==> src/rtl/uart_rx_if.sv <==
// Receive-side valid/ready handshake between uart_rx and its consumer.
// master = uart_rx (producer), slave = downstream consumer.
interface uart_rx_if #(
    parameter int DATA_BITS = 8
);
    logic [DATA_BITS-1:0] rx_data;
    logic                 rx_valid;
    logic                 rx_ready;

    modport master (
        output rx_data,
        output rx_valid,
        input  rx_ready
    );

    modport slave (
        input  rx_data,
        input  rx_valid,
        output rx_ready
    );
endinterface

==> src/rtl/uart_rx.sv <==
// uart_rx: oversampled UART receiver, centre-sampled, valid/ready output.
// Optional parity bit (parity_odd / parity_err) enabled by UART_RX_PARITY_EN.
module uart_rx #(
    parameter int DATA_BITS  = 8,
    parameter int OVERSAMPLE = 16
) (
    input  logic      clk,
    input  logic      rst_n,
    input  logic      baud_en,
    input  logic      rx,
`ifdef UART_RX_PARITY_EN
    input  logic      parity_odd,
    output logic      parity_err,
`endif
    uart_rx_if.master bus,
    output logic      frame_err,
    output logic      overrun,
    output logic      busy
);

    localparam int TW = $clog2(OVERSAMPLE);
    localparam int BW = $clog2(DATA_BITS + 1);
    localparam logic [TW-1:0] T_MID  = TW'(OVERSAMPLE / 2 - 1);
    localparam logic [TW-1:0] T_END  = TW'(OVERSAMPLE - 1);
    localparam logic [BW-1:0] B_LAST = BW'(DATA_BITS - 1);

`ifdef UART_RX_PARITY_EN
    typedef enum logic [2:0] {
        IDLE, START, DATA, PARITY, STOP, BREAK_WAIT
    } state_t;
`else
    typedef enum logic [2:0] {
        IDLE, START, DATA, STOP, BREAK_WAIT
    } state_t;
`endif

    state_t               state;
    state_t               nxt;
    logic                 sync1;
    logic                 rxs;
    logic [TW-1:0]        tick;
    logic [BW-1:0]        bit_cnt;
    logic [DATA_BITS-1:0] shreg;
    logic [DATA_BITS-1:0] data_q;
    logic                 valid_q;
    logic                 mid;
    logic                 fin;
    logic                 load;
    logic                 bad;
`ifdef UART_RX_PARITY_EN
    logic                 par_bit;
`endif

    assign mid = baud_en && (tick == T_MID);
    assign fin = baud_en && (tick == T_END);

    // Synchronizer presets to idle-high so reset never looks like a start bit
    always_ff @(posedge clk or negedge rst_n) begin
        if (!rst_n) begin
            sync1 <= 1'b1;
            rxs   <= 1'b1;
        end else begin
            sync1 <= rx;
            rxs   <= sync1;
        end
    end

    always_ff @(posedge clk or negedge rst_n) begin
        if (!rst_n) state <= IDLE;
        else        state <= nxt;
    end

    always_comb begin
        nxt = state;
        unique case (state)
            IDLE: begin
                if (baud_en && !rxs) nxt = START;
            end
            START: begin
                if (mid) nxt = rxs ? IDLE : DATA;
            end
            DATA: begin
                if (fin && bit_cnt == B_LAST) begin
`ifdef UART_RX_PARITY_EN
                    nxt = PARITY;
`else
                    nxt = STOP;
`endif
                end
            end
`ifdef UART_RX_PARITY_EN
            PARITY: begin
                if (fin) nxt = STOP;
            end
`endif
            STOP: begin
                if (fin) nxt = rxs ? IDLE : BREAK_WAIT;
            end
            BREAK_WAIT: begin
                if (baud_en && rxs) nxt = IDLE;
            end
            default: nxt = IDLE;
        endcase
    end

    always_comb begin
        busy = (state != IDLE);
        load = (state == STOP) && fin && rxs;
        bad  = (state == STOP) && fin && !rxs;
    end

    always_ff @(posedge clk or negedge rst_n) begin
        if (!rst_n) begin
            tick    <= '0;
            bit_cnt <= '0;
            shreg   <= '0;
`ifdef UART_RX_PARITY_EN
            par_bit <= 1'b0;
`endif
        end else if (baud_en) begin
            unique case (state)
                START: begin
                    tick    <= mid ? '0 : tick + 1'b1;
                    bit_cnt <= '0;
                end
                DATA: begin
                    tick <= fin ? '0 : tick + 1'b1;
                    if (fin) begin
                        shreg   <= {rxs, shreg[DATA_BITS-1:1]};
                        bit_cnt <= bit_cnt + 1'b1;
                    end
                end
`ifdef UART_RX_PARITY_EN
                PARITY: begin
                    tick <= fin ? '0 : tick + 1'b1;
                    if (fin) par_bit <= rxs;
                end
`endif
                STOP: begin
                    tick <= fin ? '0 : tick + 1'b1;
                end
                default: tick <= '0;
            endcase
        end
    end

    // A completed word overwrites a pending one; acceptance in the same clk wins
    always_ff @(posedge clk or negedge rst_n) begin
        if (!rst_n) begin
            data_q    <= '0;
            valid_q   <= 1'b0;
            frame_err <= 1'b0;
            overrun   <= 1'b0;
`ifdef UART_RX_PARITY_EN
            parity_err <= 1'b0;
`endif
        end else begin
            frame_err <= bad;
            overrun   <= load && valid_q && !bus.rx_ready;
`ifdef UART_RX_PARITY_EN
            parity_err <= (load || bad) &&
                          (par_bit != ((^shreg) ^ parity_odd));
`endif
            if (load) begin
                data_q  <= shreg;
                valid_q <= 1'b1;
            end else if (valid_q && bus.rx_ready) begin
                valid_q <= 1'b0;
            end
        end
    end

    assign bus.rx_data  = data_q;
    assign bus.rx_valid = valid_q;

endmodule

==> src/flat_wrapper.sv <==
// flat-port wrapper written by rule: the top's interface ports become plain ports
module uart_rx_flat 
#(
    parameter int DATA_BITS  = 8,
    parameter int OVERSAMPLE = 16
)
  (clk, rst_n, baud_en, rx, frame_err, overrun, busy, bus_rx_data, bus_rx_valid, bus_rx_ready);
  uart_rx_if #(.DATA_BITS(DATA_BITS)) bus_i ();
  input  logic clk;
  input  logic rst_n;
  input  logic baud_en;
  input  logic rx;
  output logic frame_err;
  output logic overrun;
  output logic busy;
  output wire logic [$bits(bus_i.rx_data)-1:0] bus_rx_data;
  output wire logic [$bits(bus_i.rx_valid)-1:0] bus_rx_valid;
  input wire logic [$bits(bus_i.rx_ready)-1:0] bus_rx_ready;
  assign bus_rx_data = bus_i.rx_data;
  assign bus_rx_valid = bus_i.rx_valid;
  assign bus_i.rx_ready = bus_rx_ready;
  uart_rx #(.DATA_BITS(DATA_BITS), .OVERSAMPLE(OVERSAMPLE)) u_core (.clk(clk), .rst_n(rst_n), .baud_en(baud_en), .rx(rx), .bus(bus_i), .frame_err(frame_err), .overrun(overrun), .busy(busy));
endmodule
==> config.mk <==
export PLATFORM = sky130hd
export DESIGN_NAME = uart_rx_flat
export DESIGN_NICKNAME = d
export VERILOG_FILES = /design/src/rtl/uart_rx_if.sv /design/src/rtl/uart_rx.sv /design/src/flat_wrapper.sv
export SDC_FILE = /design/constraint.sdc
export NUM_CORES = 1
export LEC_CHECK = 0
export BUFFER_PORTS_ARGS = -buffer_cell sky130_fd_sc_hd__buf_4
export CAP_MARGIN = 40
export CORE_MARGIN = 5
export CORE_UTILIZATION = 49
export DETAILED_ROUTE_END_ITERATION = 8
export PLACE_DENSITY_LB_ADDON = 0.05
export REMOVE_ABC_BUFFERS = 1
export SLEW_MARGIN = 40
export SYNTH_ARGS = -nofsm -noshare
export SYNTH_HDL_FRONTEND = slang
export SYNTH_SLANG_ARGS = --single-unit
==> constraint.sdc <==
create_clock -name clk -period 3.54 [get_ports clk]
set_clock_uncertainty 0.1 [all_clocks]
set_input_delay 0.177 -clock clk [delete_from_list [all_inputs] [get_ports clk]]
set_output_delay 0.177 -clock clk [all_outputs]
set_load 0.02 [all_outputs]
==> results of run 1 <==
[worst reg2reg max path, cell delays in order (launching register included)]
cell,delay [ns]
dfrtp_1,0.40
ha_1,0.23
nand3_1,0.22
nor4_4,0.50
mux2_2,0.41
[worst paths after layout]
| check | from | endpoint | cells past startpoint |
|---|---|---|---|
| max in group asynchronous | rst_n | u_core.rxs | 2 |
| min in group asynchronous | rst_n | u_core.overrun | 2 |
| min reg2reg | u_core.sync1 | u_core.rxs | 0 |
| max reg2reg | u_core.tick[0] | u_core.bus.rx_data[2] | 4 |
| min | baud_en | u_core.tick[1] | 2 |
| max | u_core.tick[0] | u_core.bus.rx_data[2] | 4 |
[cells by family (layout without fill, tap and decap cells)]
kind of cell	count (synthesis)	in the layout	share of synthesized area [%]
and+or+nand+nor	62	62	21.4
muxes	10	10	7.83
DFF	32	32	56.5
buffers and inverters	9	31	3.08
AOI/OAI and AO/OA	21	21	9.50
adders and majority gates	2	2	1.76
[metal layers]
layer | vias to the layer above | routed length (um) | global-route usage, %
li1 | 517 | - | -
met3 | 8 | 125 | 3.68
met1 | 480 | 1190 | 18.9
met2 | 20 | 1200 | 22.2
met4 | 0 | 58 | 7.01
met5 | - | 0 | 0
[stage by stage]
stage | util (%) | instances
2_1_floorplan | - | 130
3_3_place_gp | 56.0 | 178
3_5_place_dp | 56.0 | 178
4_1_cts | 59.8 | 189
5_1_grt | 59.8 | 189
6_report | 59.8 | 189
[power groups by stage]
stage	clock network, W	logic [W]	registers (W)
6_report	0.000274	0.000184	0.000460
5_1_grt	0.000302	0.000213	0.000470
4_1_cts	0.000283	0.000187	0.000459
3_5_place_dp	0	0.000183	0.000466
3_3_place_gp	0	0.000182	0.000466
2_1_floorplan	0	0.000139	0.000452
[timing repair]
action	4_1_cts	5_1_grt
buffers inserted	0	0
hold endpoints to repair	34	0
hold buffers	3	0
resized for setup	0	0
[state kept, by name, summed over array words and instances, names as in the netlist]
name	count
u_core.bit_cnt	4
u_core.bus.rx_data	8
u_core.bus.rx_valid	1
u_core.frame_err	1
u_core.overrun	1
u_core.rxs	1
u_core.shreg	8
u_core.state	3
u_core.sync1	1
u_core.tick	4
[area by class of cell]
| cell class | count | area share [%] |
|---|---|---|
| Clock buffer | 6 | 2.48 |
| Clock inverter | 2 | 2.11 |
| Inverter | 3 | 0.677 |
| Multi-Input combinational cell | 95 | 34.6 |
| Sequential cell | 32 | 48.3 |
| Tap cell | 31 | 2.33 |
| Timing Repair Buffer | 20 | 9.48 |
[cell usage in the layout, fill, tap and decap left out, drive strengths merged]
cell type,n
nand2,30
dfrtp,30
buf,17
o21ai,9
mux2,9
nand3,8
nor2,8
clkbuf,6
nand2b,4
nor3,3
a31oi,3
inv,3
dlygate4sd3,3
or3,2
nand4,2
and3,2
a22oi,2
a22o,2
ha,2
dfstp,2
nor2b,1
nand4b,1
mux2i,1
nor4,1
o31ai,1
o2111ai,1
a211o,1
a21oi,1
o22a,1
bufinv,1
clkinv,1
==> key figures, run 1 <==
STA
  – Worst Slack Setup Final: 1.57 ns
  – Worst hold slack: 0.0307 ns
  – Max-slew headroom: 60.6%
  – Setup tns final: 0 ns
  – Setup violators final: 0
  – Slew @ Worst Pin: 0.587 ns
  – Final hold violations: 0
  – RSZ-0062 raised after global routing: no
  – Crit path time final: 1.97 ns
  – Final period util: 55.6%
  – Max-slew violations: 0
  – Peak Freq: 0.508 GHz

Setup path
  – Worst-path cell chain: ha_1 > nand3_1 > nor4_4 > mux2_2
  – Worst-path maximum fanout: 8
  – CP endpoint kind: register
  – Critical Path AT: 2.10 ns
  – CP required: 3.67 ns
  – Family with the most delay on the worst path: simple AND/OR/NAND/NOR gates
  – Startpoint types: register
  – Buffers plus inverters on the worst setup path: 0
  – Worst path slowest cell: nor4_4
  – Slowest stage delay, CP: 0.50 ns
  – Flop2flop setup slack: 1.57 ns
  – Critical path class: reg -> reg

Routing
  – Number of vias per cell: 5.42
  – Pre-antenna DRT Iters: 5
  – Number of remaining DRC errors: 0
  – DR iter-0 viols: 26
  – Total wire length: 2570 um
  – Wire per inst: 13.6 um
  – Routed via count: 1025
  – Routed Antenna Nets: 0

Pwr
  – Flop pwr share: 50.1%
  – Comb pwr share: 20.1%
  – Clock share of power: 29.8%
  – VDD IR max: 0.000411 V
  – Net Sw Frac: 31.9%
  – Pwr Total: 0.000918 W
  – Lkg Pwr: 0.839 nW
  – Psw: 0.000293 W
  – Pint: 0.000625 W
  – Power per cell area: 552 nW/um2

Placed design
  – Post-DP HPWL: 1750 um
  – Input/output buffers: 16
  – GP Congestion: 0.786
  – Placed Area: 1560 um2
  – Place WS: 1.53 ns

Clock network
  – CTS tree: yes
  – CTS Sinks: 32
  – Buffer depth of the longest clock path: 2
  – Total CTS buffers: 5
  – H-tree levels: 2
  – Clock latency on the worst-skew pair: 0.34 ns
  – Clock Root Buffer: clkbuf_4
  – Clock transition at path regs: 0.10 ns

Floorplanning
  – Top-level port count: 17
  – Initial Util: 51.1%
  – Core box area: 2780 um2
  – Die area: 4080 um2
  – Die W: 63.9 um
  – Die Span Y: 63.9 um
  – Row count: 19

Cells and area
  – Antenna diodes: 0
  – Fin area: 1660 um2
  – Post-layout nets: 164
  – Ratio of cells with drive above 1 in the final layout: 22.8%
  – Multi-input gate area: 576 um2
  – Register area: 803 um2
  – Filler Cell Count: 254
  – Synthesis-to-layout area growth: 16.9%

Logic synthesis
  – Largest cells by area after synthesis: dfrtp_1 (53%), nand2_1 (7.9%), mux2_2 (6.3%)
  – Yosys cell types: 31
  – Asr flop ratio synth: 100%
  – Register area share after synthesis: 56.5%
  – Area leader, netlist: dfrtp_1
  – Top cells by count, synth: dfrtp_1 (30), nand2_1 (30), o21ai_0 (9)
  – Post-synth top area share: 52.8%
  – Yosys reg bits: 32
  – Syn avg cell area: 10.5 um2
  – Syn. warnings: 0
  – Post-synth top flop: dfrtp_1
  – EDFF count, synth: 0
  – Synthesized area: 1420 um2
  – Synth Instances: 136

Global routing
  – Total gr overflow: 0
  – Initial antenna violation count: 0
  – Largest net degree at the start of global routing: 33
  – Total GRT Usage: 14.4%
  – First-pass GRT wire length: 4650 um
  – Vias in the first global route: 1031

Run status
  – Run status: complete, no violations

Run
  – Maxcap violations: 0

Hold path
  – Hold Crit Class: in -> reg
Power figures use the tool's default switching activity.
==> run 2: changes to the inputs <==
clock period = 1.8 ns   (was 3.54 ns; I/O delays follow)
==> key figures, run 2 (same netlist as run 1, synthesis figures left out) <==
Pwr
  – VDD IR max: 0.00120 V (+190%)
  – Power per cell area: 1080 nW/um2 (+96%)
  – Lkg Pwr: 0.872 nW (+3.9%)
  – Pwr Total: 0.00189 W (+110%)

Clock network
  – CTS tree: yes
  – CTS Sinks: 32 (unchanged)
  – H-tree levels: 2 (unchanged)
  – Clock transition at path regs: 0.10 ns (about the same)
  – Postcts setup bufs: 0 (unchanged)
  – Total CTS buffers: 5 (unchanged)
  – Clock latency on the worst-skew pair: 0.33 ns (about the same)
  – Buffer depth of the longest clock path: 2 (unchanged)
  – Clock Root Buffer: clkbuf_4

STA
  – RSZ-0062 raised after global routing: yes
  – Peak Freq: 0.584 GHz (+15%)
  – Crit path time final: 1.71 ns (-0.257 ns)
  – Final period util: 95.1% (+39 points)
  – Max-slew violations: 0 (unchanged)
  – Max-slew headroom: 73.2% (+13 points)
  – Slew @ Worst Pin: 0.402 ns (-0.185 ns)
  – Worst hold slack: 0.132 ns (+0.101 ns)
  – Setup violators final: 0 (unchanged)
  – Final hold violations: 0 (unchanged)

Routing
  – Number of vias per cell: 5.48 (+1.1%)
  – Number of remaining DRC errors: 0 (unchanged)
  – Total wire length: 2660 um (+3.5%)
  – Routed via count: 1075 (+4.9%)
  – Wire per inst: 13.6 um (-0.23%)
  – DR iter-0 viols: 47 (+81%)
  – Pre-antenna DRT Iters: 4 (-1)
  – Routed Antenna Nets: 0 (unchanged)

Cells and area
  – Final core occ: 62.7% (+2.9 points)
  – Post-layout nets: 171 (+4.3%)
  – Antenna diodes: 0 (unchanged)
  – Fin area: 1740 um2 (+4.8%)
  – Filler Cell Count: 222 (-13%)
  – Synthesis-to-layout area growth: 22.5%
  – Most frequent cells in the layout: nand2_1 (30), dfrtp_1 (30), buf_4 (22)
  – Ratio of cells with drive above 1 in the final layout: 28.5% (+5.7 points)

Setup path
  – Critical path class: reg -> reg
  – Startpoint types: register
  – Critical Path AT: 1.89 ns (-0.21 ns)
  – CP endpoint kind: register
  – CP required: 1.97 ns (-1.70 ns)
  – Worst-path maximum fanout: 10 (+2)

Floorplanning
  – Core box area: 2780 um2 (unchanged)
  – Initial Util: 51.1% (unchanged)
  – Die W: 63.9 um (unchanged)
  – Top-level port count: 17 (unchanged)
  – Die Span Y: 63.9 um (unchanged)
  – Die area: 4080 um2 (unchanged)
  – Row count: 19 (unchanged)

Global routing
  – Largest net degree at the start of global routing: 33 (unchanged)
  – Total gr overflow: 0 (unchanged)
  – Initial antenna violation count: 0 (unchanged)
  – Vias in the first global route: 1056 (+2.4%)
  – First-pass GRT wire length: 4770 um (+2.5%)
  – Total GRT Usage: 15.0% (+0.60 points)

Run
  – Maxcap violations: 0 (unchanged)

Placed design
  – Input/output buffers: 16 (unchanged)
  – Placed Area: 1600 um2 (+2.9%)
  – GP Congestion: 0.844 (+7.4%)
  – Post-DP HPWL: 1870 um (+6.9%)

Hold path
  – Hold Crit Class: in -> async

Run status
  – Run status: complete, no violations
[run 2: worst paths after layout]
check                               start                 to  slack, ns  cells after the start
max reg2reg                u_core.tick[1]  u_core.bit_cnt[3]       0.09                      5
max in group asynchronous           rst_n       u_core.sync1       1.13                      2
min in group clk             u_core.sync1         u_core.rxs       0.26                      0
min reg2reg                  u_core.sync1         u_core.rxs       0.26                      0
max                        u_core.tick[1]  u_core.bit_cnt[3]       0.09                      5
min                                 rst_n     u_core.overrun       0.13                      2
[run 2: what timing repair did]
| action | CTS | global route |
|---|---|---|
| hold endpoints to repair | 38 | 0 |
| endpoints found under the setup margin | 0 | 13 |
| resized for setup | 0 | 5 |
| hold buffers | 4 | 0 |
[run 2: critical path, cell delays in order (launching register included)]
cell and delay (ns):
dfrtp_1 0.40, ha_2 0.24, nand4_1 0.18, or3_4 0.43, nor3_1 0.18, a211o_1 0.11
[run 2: power breakdown]
part | internal, W | switching (W)
registers | 0.000786 | 0.0000997
clock network | 0.000289 | 0.000253
logic | 0.000200 | 0.000258
total | 0.00127 | 0.000611
[run 2: metrics by stage]
step	setup TNS, ns	setup slack (ns)	cells
CTS	0	0.00695	196
finish	0	0.0886	196
floorplan	-0.516	-0.188	130
detailed placement	0	0.0321	184
global route	-0.00578	-0.00578	196
global placement	0	0.0943	184
[run 2: layer usage]
layer  global-route usage (%)  wire length [um]  vias to the layer above
met5                        0                 0                        -
met4                     8.05                46                        0
met3                     5.95               141                        7
met2                     22.9              1270                       25
met1                     18.2              1200                      512
li1                         -                 -                      531
[run 2: layout make-up]
| cell class | instances | area [um2] | share of cell area (%) |
|---|---|---|---|
| Clock buffer | 5 | 37.5 | 2.15 |
| Clock inverter | 3 | 42.5 | 2.44 |
| Inverter | 3 | 11.3 | 0.646 |
| Multi-Input combinational cell | 95 | 593 | 34.0 |
| Sequential cell | 32 | 803 | 46.1 |
| Tap cell | 31 | 38.8 | 2.23 |
| Timing Repair Buffer | 27 | 216 | 12.4 |
